[src/rtl/clint_pkg.sv]
// clint_pkg: shared constants for the multi-hart APB4 CLINT.
//   - register byte offsets (word aligned)
//   - register widths
//   - mtimecmp reset value
//   - apply_strb(): byte-lane merge of APB write data into a 32-bit half
package clint_pkg;

    localparam int CLINT_MSIP_BASE     = 'h000;
    localparam int CLINT_MTIMECMP_BASE = 'h400;
    localparam int CLINT_MTIMEL        = 'h7F8;
    localparam int CLINT_MTIMEH        = 'h7FC;

    localparam int CLINT_MSIP_W        = 1;
    localparam int CLINT_MTIME_W       = 64;
    localparam int CLINT_MTIMECMP_W    = 64;

    localparam logic [CLINT_MTIMECMP_W-1:0] CLINT_MTIMECMP_RST = '1;

    // Replace only the bytes whose strobe is set.
    function automatic logic [31:0] apply_strb(input logic [31:0] cur,
                                               input logic [31:0] wdata,
                                               input logic [3:0]  strb);
        logic [31:0] res;
        res = cur;
        for (int b = 0; b < 4; b++) begin
            if (strb[b]) res[8*b +: 8] = wdata[8*b +: 8];
        end
        return res;
    endfunction

endpackage

[src/rtl/clint_rtc_tick.sv]
// clint_rtc_tick: turns the asynchronous RTC reference into a one-cycle
// mtime advance pulse in the clk_i domain.
//   clk_i      core clock
//   rst_i      synchronous active-high reset
//   rtc_clk_i  asynchronous RTC input
//   tick_o     one-cycle pulse every PRESCALE RTC rising edges
module clint_rtc_tick #(
    parameter int PRESCALE    = 1,
    parameter int SYNC_STAGES = 2
) (
    input  logic clk_i,
    input  logic rst_i,
    input  logic rtc_clk_i,
    output logic tick_o
);

    // PRESCALE=1 still needs a 1-bit counter; it simply never leaves 0.
    localparam int CW = (PRESCALE > 1) ? $clog2(PRESCALE) : 1;

    logic [SYNC_STAGES-1:0] sync;
    logic                   prev;
    logic                   rise;
    logic                   last;
    logic [CW-1:0]          cnt;

    assign rise   = sync[SYNC_STAGES-1] & ~prev;
    assign last   = (cnt == CW'(PRESCALE - 1));
    assign tick_o = rise & last;

    always_ff @(posedge clk_i) begin
        if (rst_i) begin
            sync <= '0;
            prev <= 1'b0;
            cnt  <= '0;
        end else begin
            sync <= {sync[SYNC_STAGES-2:0], rtc_clk_i};
            prev <= sync[SYNC_STAGES-1];
            if (rise) cnt <= last ? '0 : cnt + CW'(1);
        end
    end

endmodule

[src/rtl/apb4_clint_mh.sv]
// apb4_clint_mh: multi-hart core-local interruptor on APB4.
//   clk_i/rst_i        core clock, synchronous active-high reset
//   rtc_clk_i          asynchronous time base (prescaled into mtime ticks)
//   psel_i..pstrb_i    APB4 request; pready_o tied high (zero wait states)
//   prdata_o           read data, non-zero only during a read access
//   pslverr_o          asserted in the access cycle for unmapped addresses
//   sfr_irq_o          per-hart software interrupt (registered msip)
//   tmr_irq_o          per-hart timer interrupt (registered mtime >= mtimecmp)
module apb4_clint_mh
    import clint_pkg::*;
#(
    parameter int NUM_HART    = 4,
    parameter int ADDR_WIDTH  = 12,
    parameter int PRESCALE    = 1,
    parameter int SYNC_STAGES = 2
) (
    input  logic                  clk_i,
    input  logic                  rst_i,
    input  logic                  rtc_clk_i,
    input  logic                  psel_i,
    input  logic                  penable_i,
    input  logic                  pwrite_i,
    input  logic [ADDR_WIDTH-1:0] paddr_i,
    input  logic [31:0]           pwdata_i,
    input  logic [3:0]            pstrb_i,
    output logic [31:0]           prdata_o,
    output logic                  pready_o,
    output logic                  pslverr_o,
    output logic [NUM_HART-1:0]   sfr_irq_o,
    output logic [NUM_HART-1:0]   tmr_irq_o
);

    logic                                     access, wr, rd, tick;
    logic [ADDR_WIDTH-1:0]                    addr;
    logic                                     unused_addr;
    logic [NUM_HART-1:0]                      msip_hit, cmpl_hit, cmph_hit;
    logic                                     mtl_hit, mth_hit, mapped;
    logic [NUM_HART-1:0]                      msip;
    logic [NUM_HART-1:0][CLINT_MTIMECMP_W-1:0] mtimecmp;
    logic [CLINT_MTIME_W-1:0]                 mtime;
    logic [31:0]                              snap;
    logic [31:0]                              rdata;

    clint_rtc_tick #(
        .PRESCALE    (PRESCALE),
        .SYNC_STAGES (SYNC_STAGES)
    ) u_tick (
        .clk_i     (clk_i),
        .rst_i     (rst_i),
        .rtc_clk_i (rtc_clk_i),
        .tick_o    (tick)
    );

    // Accesses during reset are ignored, including their error/read response.
    assign access      = psel_i & penable_i & ~rst_i;
    assign wr          = access & pwrite_i;
    assign rd          = access & ~pwrite_i;
    assign pready_o    = 1'b1;
    assign addr        = {paddr_i[ADDR_WIDTH-1:2], 2'b00};
    assign unused_addr = ^paddr_i[1:0];

    // Per-hart decode; harts beyond NUM_HART never match, so they fall to pslverr.
    always_comb begin
        msip_hit = '0;
        cmpl_hit = '0;
        cmph_hit = '0;
        for (int h = 0; h < NUM_HART; h++) begin
            msip_hit[h] = (addr == ADDR_WIDTH'(CLINT_MSIP_BASE + 4*h));
            cmpl_hit[h] = (addr == ADDR_WIDTH'(CLINT_MTIMECMP_BASE + 8*h));
            cmph_hit[h] = (addr == ADDR_WIDTH'(CLINT_MTIMECMP_BASE + 8*h + 4));
        end
    end

    assign mtl_hit   = (addr == ADDR_WIDTH'(CLINT_MTIMEL));
    assign mth_hit   = (addr == ADDR_WIDTH'(CLINT_MTIMEH));
    assign mapped    = (|msip_hit) | (|cmpl_hit) | (|cmph_hit) | mtl_hit | mth_hit;
    assign pslverr_o = access & ~mapped;

    always_comb begin
        rdata = '0;
        for (int h = 0; h < NUM_HART; h++) begin
            if (msip_hit[h]) rdata = {{(32-CLINT_MSIP_W){1'b0}}, msip[h]};
            if (cmpl_hit[h]) rdata = mtimecmp[h][31:0];
            if (cmph_hit[h]) rdata = mtimecmp[h][63:32];
        end
        if (mtl_hit) rdata = mtime[31:0];
        if (mth_hit) rdata = snap;
    end

    assign prdata_o = rd ? rdata : '0;

    // Per-hart state and registered interrupts. The compare uses the current
    // register values, so an irq follows its cause by exactly one cycle.
    always_ff @(posedge clk_i) begin
        if (rst_i) begin
            msip      <= '0;
            sfr_irq_o <= '0;
            tmr_irq_o <= '0;
            for (int h = 0; h < NUM_HART; h++) mtimecmp[h] <= CLINT_MTIMECMP_RST;
        end else begin
            for (int h = 0; h < NUM_HART; h++) begin
                if (wr && msip_hit[h] && pstrb_i[0]) msip[h] <= pwdata_i[0];
                if (wr && cmpl_hit[h])
                    mtimecmp[h][31:0]  <= apply_strb(mtimecmp[h][31:0], pwdata_i, pstrb_i);
                if (wr && cmph_hit[h])
                    mtimecmp[h][63:32] <= apply_strb(mtimecmp[h][63:32], pwdata_i, pstrb_i);
                sfr_irq_o[h] <= msip[h];
                tmr_irq_o[h] <= (mtime >= mtimecmp[h]);
            end
        end
    end

    // An APB write to either half wins over a coincident tick; the tick is lost
    // and the other half keeps its pre-tick value.
    always_ff @(posedge clk_i) begin
        if (rst_i) begin
            mtime <= '0;
            snap  <= '0;
        end else begin
            if (wr && (mtl_hit || mth_hit)) begin
                if (mtl_hit) mtime[31:0]  <= apply_strb(mtime[31:0], pwdata_i, pstrb_i);
                if (mth_hit) mtime[63:32] <= apply_strb(mtime[63:32], pwdata_i, pstrb_i);
            end else if (tick) begin
                mtime <= mtime + 64'd1;
            end
            // Low read freezes the high half so a low/high pair is coherent.
            if (rd && mtl_hit) snap <= mtime[63:32];
        end
    end

endmodule

[config.mk]
export PLATFORM = sky130hd
export DESIGN_NAME = apb4_clint_mh
export DESIGN_NICKNAME = d
export VERILOG_FILES = /design/src/rtl/clint_pkg.sv /design/src/rtl/clint_rtc_tick.sv /design/src/rtl/apb4_clint_mh.sv
export SDC_FILE = /design/constraint.sdc
export NUM_CORES = 1
export LEC_CHECK = 0
export ABC_AREA = 1
export CAP_MARGIN = 5
export CORE_ASPECT_RATIO = 0.5
export CORE_MARGIN = 10
export CORE_UTILIZATION = 45
export DETAILED_ROUTE_END_ITERATION = 12
export PLACE_DENSITY = 0.59
export SYNTH_ARGS = -nofsm -noshare
export SYNTH_HDL_FRONTEND = slang
export SYNTH_SLANG_ARGS = --single-unit
[constraint.sdc]
create_clock -name clk_i -period 2.8 [get_ports clk_i]
set_input_delay 0.28 -clock clk_i [delete_from_list [all_inputs] [get_ports clk_i]]
set_output_delay 0.28 -clock clk_i [all_outputs]
set_load 0.05 [all_outputs]
==> results of run 1 <==
## Yosys cell counts (5+ instances only)
library cell,number,area (um2)
buf_2,25,125.1
ha_1,257,3216
dfxtp_1,367,7347
nor3_1,97,485.5
nor4_1,21,131.4
inv_2,15,56.30
o211ai_1,221,1659
nand4_1,46,287.8
a211oi_1,69,518.0
o22ai_1,10,62.56
and3_1,8,50.05
a21oi_1,282,1411
o21a_1,10,75.07
o21ai_0,196,980.9
o2111ai_1,20,175.2
o221ai_1,6,52.55
nor2_1,257,964.7
nand2_2,5,31.28
nor3_2,5,50.05
inv_1,510,1914
nand3_1,118,590.6
xor2_1,54,473.0
nand2_1,753,2826
clkbuf_1,99,371.6
## layout make-up
class,count,area (um2),area share
inverters,528,1998,0.06657
repair buffers,378,3749,0.1249
clock inverters,17,256.5,0.008546
clock buffers,52,1117,0.03723
flip-flops and latches,367,7347,0.2448
well taps,713,892.1,0.02972
multi-input cells,2475,14660,0.4883
## layer usage
metal	vias up	GRT usage	wire (um)
met5	-	0	48
met4	6	0.1116	4103
met3	224	0.07411	12290
met2	1352	0.4863	44490
met1	12370	0.4780	49770
li1	12390	-	-
## kinds of logic (layout without fill, tap and decap cells)
family	Yosys count	in the layout	synth area share
and+or+nand+nor	1333	1333	0.2312
DFF	367	367	0.3015
xor gates and xnor gates	54	54	0.01941
other	1	1	0.0001539
buffers and inverters	663	975	0.1052
AOI/OAI and AO/OA	830	830	0.2104
adders and majority gates	257	257	0.1320
## path summary, 6_finish.rpt
kind / start / end / slack (ns) / cells past startpoint
max: paddr_i[5] / prdata_o[17] / 0.002 / 13
min: rtc_clk_i / u_tick.sync[0] / 0.21 / 3
max reg2reg: mtime[0] / mtime[30] / 0.19 / 11
min reg2reg: u_tick.sync[0] / u_tick.sync[1] / 0.41 / 2
## worst max-delay path, stage by stage
cell and delay (ns):
dlygate4sd2_1 0.23, inv_2 0.05, nand2_2 0.10, buf_4 0.14
nor2_4 0.04, nand3_4 0.22, bufbuf_16 0.33, o2111ai_1 0.10
nor3_1 0.46, nand3_1 0.20, nand2_1 0.11, a21oi_1 0.10
buf_12 0.16
## repair_timing
item                       CTS  global route
pin swaps                   12             5
buffers inserted             5             0
setup endpoints to repair   33            18
gates resized for setup     52            22
gates cloned                 2             0
## where the power goes
part	total (mW)	leakage, nW	switching [mW]	internal (mW)
registers	5.38	2.97	0.111	5.26
clock network	5.79	0.675	2.41	3.37
logic	0.982	12.9	0.662	0.320
## state kept, by name (all words and copies together) (netlist names)
register	flops
mtimecmp	256
mtime	64
snap	32
msip	4
sfr_irq_o	4
tmr_irq_o	4
u_tick.sync	2
u_tick.prev	1
==> results.tsv, run 1 <==
stage	metric	value	unit
synth	Post-Syn Instances	3505	
synth	synthesized area per cell	6.951	um2
grt	initial antenna violation count	3	
clock_tree	worst skew pair latency	0.58	ns
grt	number of global-route vias before repair	24450	
clock_tree	CTS H-tree depth	2	
grt	total gr overflow	0	
floorplan	total die area	0.06442	mm2
routing	post-route ant nets	0	
layout	Layout Nets	4099	
timing	fin. max-slew vios	0	
grt	gr usage total	0.3341	
floorplan	chip width	349.1	um
power_and_ir_drop	IR drop worst, VDD	433.1	uV
grt	largest net degree at the start of global routing	114	
synth	Cell variety after synth	52	
routing	final WL	110700	um
power_and_ir_drop	Cell Pwr Density	404.6	mW/mm2
critical_path	Max FO, Critical Path	6	
floorplan	FP Rows	60	
timing	Hold WS	0.2141	ns
synth	number of synthesized flops with an enable pin	0	
floorplan	Initial Util	0.4539	
synth	ys async rst share	0	
synth	Ys Warns	0	
clock_tree	CTS tree	yes	
critical_path	CP arrival	2.52	ns
layout	Layout Utilization	0.5592	
timing	part of the cycle the worst path needs	0.9994	
timing	Hold Vio Cnt, Final	0	
placed_design	Final HPWL DP	86600	um
layout	post-route insts no fill	4530	
synth	Netlist Area Pre-Place	0.02436	mm2
layout	Layout area overhead	23.19	%
timing	setup_tns	0	ns
floorplan	die height	184.5	um
timing	maximum clock rate	357.4	MHz
routing	via count	26350	
synth	syn nets	3816	
worst_hold_path	Hold/Removal Path Class	input port to flop	
routing	Iteration-0 DRC Markers	3267	
critical_path	crit path launch type	input port	
synth	Seq/Total Area, Yosys	0.3015	
critical_path	CP required	2.52	ns
clock_tree	Sink Count	367	
placed_design	DP Area	0.02832	mm2
timing	min Tclk post-route	2.798	ns
clock_tree	Inserted Clock Buffers	38	
placed_design	port buffer count	92	
layout	filler cell count	5368	
job	max-cap viol count	0	
routing	drt first pass iters	7	
clock_tree	cts hold-fix bufs	0	
run_status	status	complete, no violations	
layout	commonest cells after routing, fill and taps aside	nand2_1, inv_1, dfxtp_1	
clock_tree	Clock Pin Slew Worst Setup and Hold Paths	0.07	ns
placed_design	GP Congestion	1.081	
layout	commonest non-fill, non-tap cell in the layout	nand2_1	
timing	Worst Tran Pin Value	0.8919	ns
timing	Slew Limit Headroom	0.4054	
layout	Final Cell Area	0.03002	mm2
routing	Residual DRC	0	
synth	post-synthesis register bit count	367	
clock_tree	clk root buf	clkbuf_16	
placed_design	Place WS	-0.3791	ns
critical_path	crit path capture type	primary output	
timing	PnR worst setup slack	0.001634	ns
clock_tree	Max clock buf depth	3	
routing	Via-to-Cell Ratio	5.816	
timing	endpoints failing setup	0	
power_and_ir_drop	Final Power	12.14	mW
layout	antenna diode instance count	0	
floorplan	io pins	96	
timing	Layout Skew	0.02387	ns
routing	wire per inst	24.44	um
critical_path	critical path class	input port to primary output	
layout	layout cells sized above 1	0.1260	
timing	RSZ-0062 raised after global routing	yes	
synth	ys flop type	dfxtp_1	
floorplan	CORE AREA	0.05368	mm2
power_and_ir_drop	Leak Pwr	16.52	nW
placed_design	Placed Cells	4454	
grt	global-route wire length before repair	160300	um
No activity file was read; power rests on OpenSTA's default activity.
==> inputs of run 2 (changes only) <==
Settings changed: CELL_PAD_IN_SITES_DETAIL_PLACEMENT set to 1, CELL_PAD_IN_SITES_GLOBAL_PLACEMENT set to 2, CORE_UTILIZATION 45 to 36, PLACE_DENSITY 0.59 to 0.79.
==> results.tsv, run 2 (same netlist as run 1, synthesis figures left out) <==
stage	metric	value	unit
run_status	status	complete, no violations	
grt	largest net degree at the start of global routing	183	
floorplan	io pins	96	
clock_tree	CTS tree	yes	
critical_path	CP peak stage delay	0.32	ns
placed_design	Final HPWL DP	103600	um
grt	gr usage total	0.3129	
routing	via count	27050	
floorplan	chip width	387.9	um
floorplan	die height	204.0	um
timing	PnR worst setup slack	0.09347	ns
grt	initial antenna violation count	7	
critical_path	Max FO, Critical Path	5	
clock_tree	clk root buf	clkbuf_16	
job	max-cap viol count	0	
layout	Layout Nets	4151	
layout	layout cells sized above 1	0.1469	
routing	Iteration-0 DRC Markers	2417	
layout	Layout area overhead	26.92	%
clock_tree	CTS H-tree depth	2	
floorplan	FP Rows	67	
critical_path	worst-path cell chain	dlygate4sd2_1 -> buf_4 -> nand2_4 -> nor2_4 -> buf_4 -> nand2_4 -> inv_2 -> buf_4 -> nor4_4 -> nand4_1 -> nor4_2 -> buf_4 -> buf_12	
layout	max FFs per register	256	
routing	wire per inst	26.90	um
layout	commonest non-fill, non-tap cell in the layout	nand2_1	
clock_tree	Sink Count	367	
timing	Slew Limit Headroom	0.2043	
critical_path	Critical-path top delay cell	nor4_4	
routing	drt first pass iters	5	
layout	Reg with most FFs	mtimecmp	
timing	min Tclk post-route	2.707	ns
grt	total gr overflow	0	
timing	fin. max-slew vios	0	
floorplan	Initial Util	0.3638	
power_and_ir_drop	IR drop worst, VDD	396.0	uV
floorplan	CORE AREA	0.06698	mm2
layout	top flop regs	mtimecmp (256), mtime (64), snap (32)	
clock_tree	worst skew pair latency	0.61	ns
routing	Residual DRC	0	
worst_hold_path	Hold/Removal Path Class	input port to flop	
routing	final WL	128300	um
critical_path	critical path class	input port to primary output	
placed_design	Place WS	-0.3290	ns
critical_path	crit path launch type	input port	
timing	maximum clock rate	369.5	MHz
power_and_ir_drop	Leak Pwr	16.93	nW
timing	Hold Vio Cnt, Final	0	
critical_path	crit path capture type	primary output	
placed_design	port buffer count	92	
timing	setup_tns	0	ns
timing	Hold WS	0.1992	ns
clock_tree	Max clock buf depth	3	
timing	Worst Tran Pin Value	1.188	ns
critical_path	CP required	2.52	ns
routing	Via-to-Cell Ratio	5.670	
placed_design	DP Area	0.02896	mm2
clock_tree	Inserted Clock Buffers	41	
power_and_ir_drop	Cell Pwr Density	401.8	mW/mm2
timing	part of the cycle the worst path needs	0.9666	
grt	number of global-route vias before repair	26310	
floorplan	total die area	0.07912	mm2
layout	Final Cell Area	0.03092	mm2
clock_tree	Clock Pin Slew Worst Setup and Hold Paths	0.06	ns
layout	commonest cells after routing, fill and taps aside	nand2_1, inv_1, dfxtp_1	
routing	post-route ant nets	0	
timing	Layout Skew	0.02359	ns
timing	RSZ-0062 raised after global routing	yes	
timing	endpoints failing setup	0	
grt	global-route wire length before repair	184300	um
critical_path	CP arrival	2.43	ns
critical_path	CP dominant cell by count	buf_4	
placed_design	GP Congestion	0.9841	
## run 2: cell types whose count changed in the layout (fill, tap and decap cells not counted), moves of 4 or more
| cell | delta |
|---|---|
| a21oi_4 | +5 |
| buf_4 | +36 |
| buf_6 | +7 |
| buf_8 | +4 |
| clkbuf_8 | +5 |
| clkinv_2 | +4 |
| nand2_1 | -11 |
| nand2_2 | +10 |
| nand3_1 | -6 |
| nand3_2 | +6 |
| nor2_1 | -7 |
| nor2_2 | +4 |
## run 2: area by class of cell
cell class	instances	area (um2)
sequential	367	7347
antenna	1	2.502
fill	8314	36060
timing repair buffer	427	4192
inverter	528	1997
multi-input combinational	2475	14860
clock buffer	60	1240
clock inverter	16	168.9
tap	897	1122
## run 2: power by group
group          leakage [nW]  internal, mW  switching, mW
clock network         0.701          3.36           2.62
registers              2.97          5.27          0.107
logic                  13.3         0.344          0.727
## run 2: metal layers
metal,vias to the layer above,routed length (um),global-route usage
li1,12490,-,-
met1,13370,61240,0.4576
met2,1039,51820,0.4605
met3,148,12760,0.07598
met4,4,2491,0.06095
met5,-,27,0
## run 2: repair_timing
item / 4_1_cts / 5_1_grt
setup buffers: 6 / 1
pin swaps: 26 / 9
hold buffers: 0 / 0
gates cloned: 1 / 0
hold endpoints to repair: 0 / 0
endpoints found under the setup margin: 33 / 34
resized for setup: 107 / 26
## run 2: critical path, delay by kind of cell
kind                   cells  cell delay, ns
buffers and inverters      7            1.12
and+or+nand+nor            6            1.03
## run 2: path summary, 6_finish.rpt
check	from	endpoint	slack [ns]	cells past startpoint
worst max register to register	mtime[12]	mtime[51]	0.10	9
worst min-delay path	rtc_clk_i	u_tick.sync[0]	0.20	3
worst max-delay path	paddr_i[3]	pslverr_o	0.09	13
worst min register to register	u_tick.sync[0]	u_tick.sync[1]	0.41	2
## run 2: metrics by stage
stage	util	std cells	power, mW
6_report	0.4617	4771	12.43
5_1_grt	0.4617	4770	12.78
4_1_cts	0.4599	4769	12.43
3_5_place_dp	0.4324	4686	6.510
3_3_place_gp	0.4324	4686	6.486
2_1_floorplan	-	3505	5.918
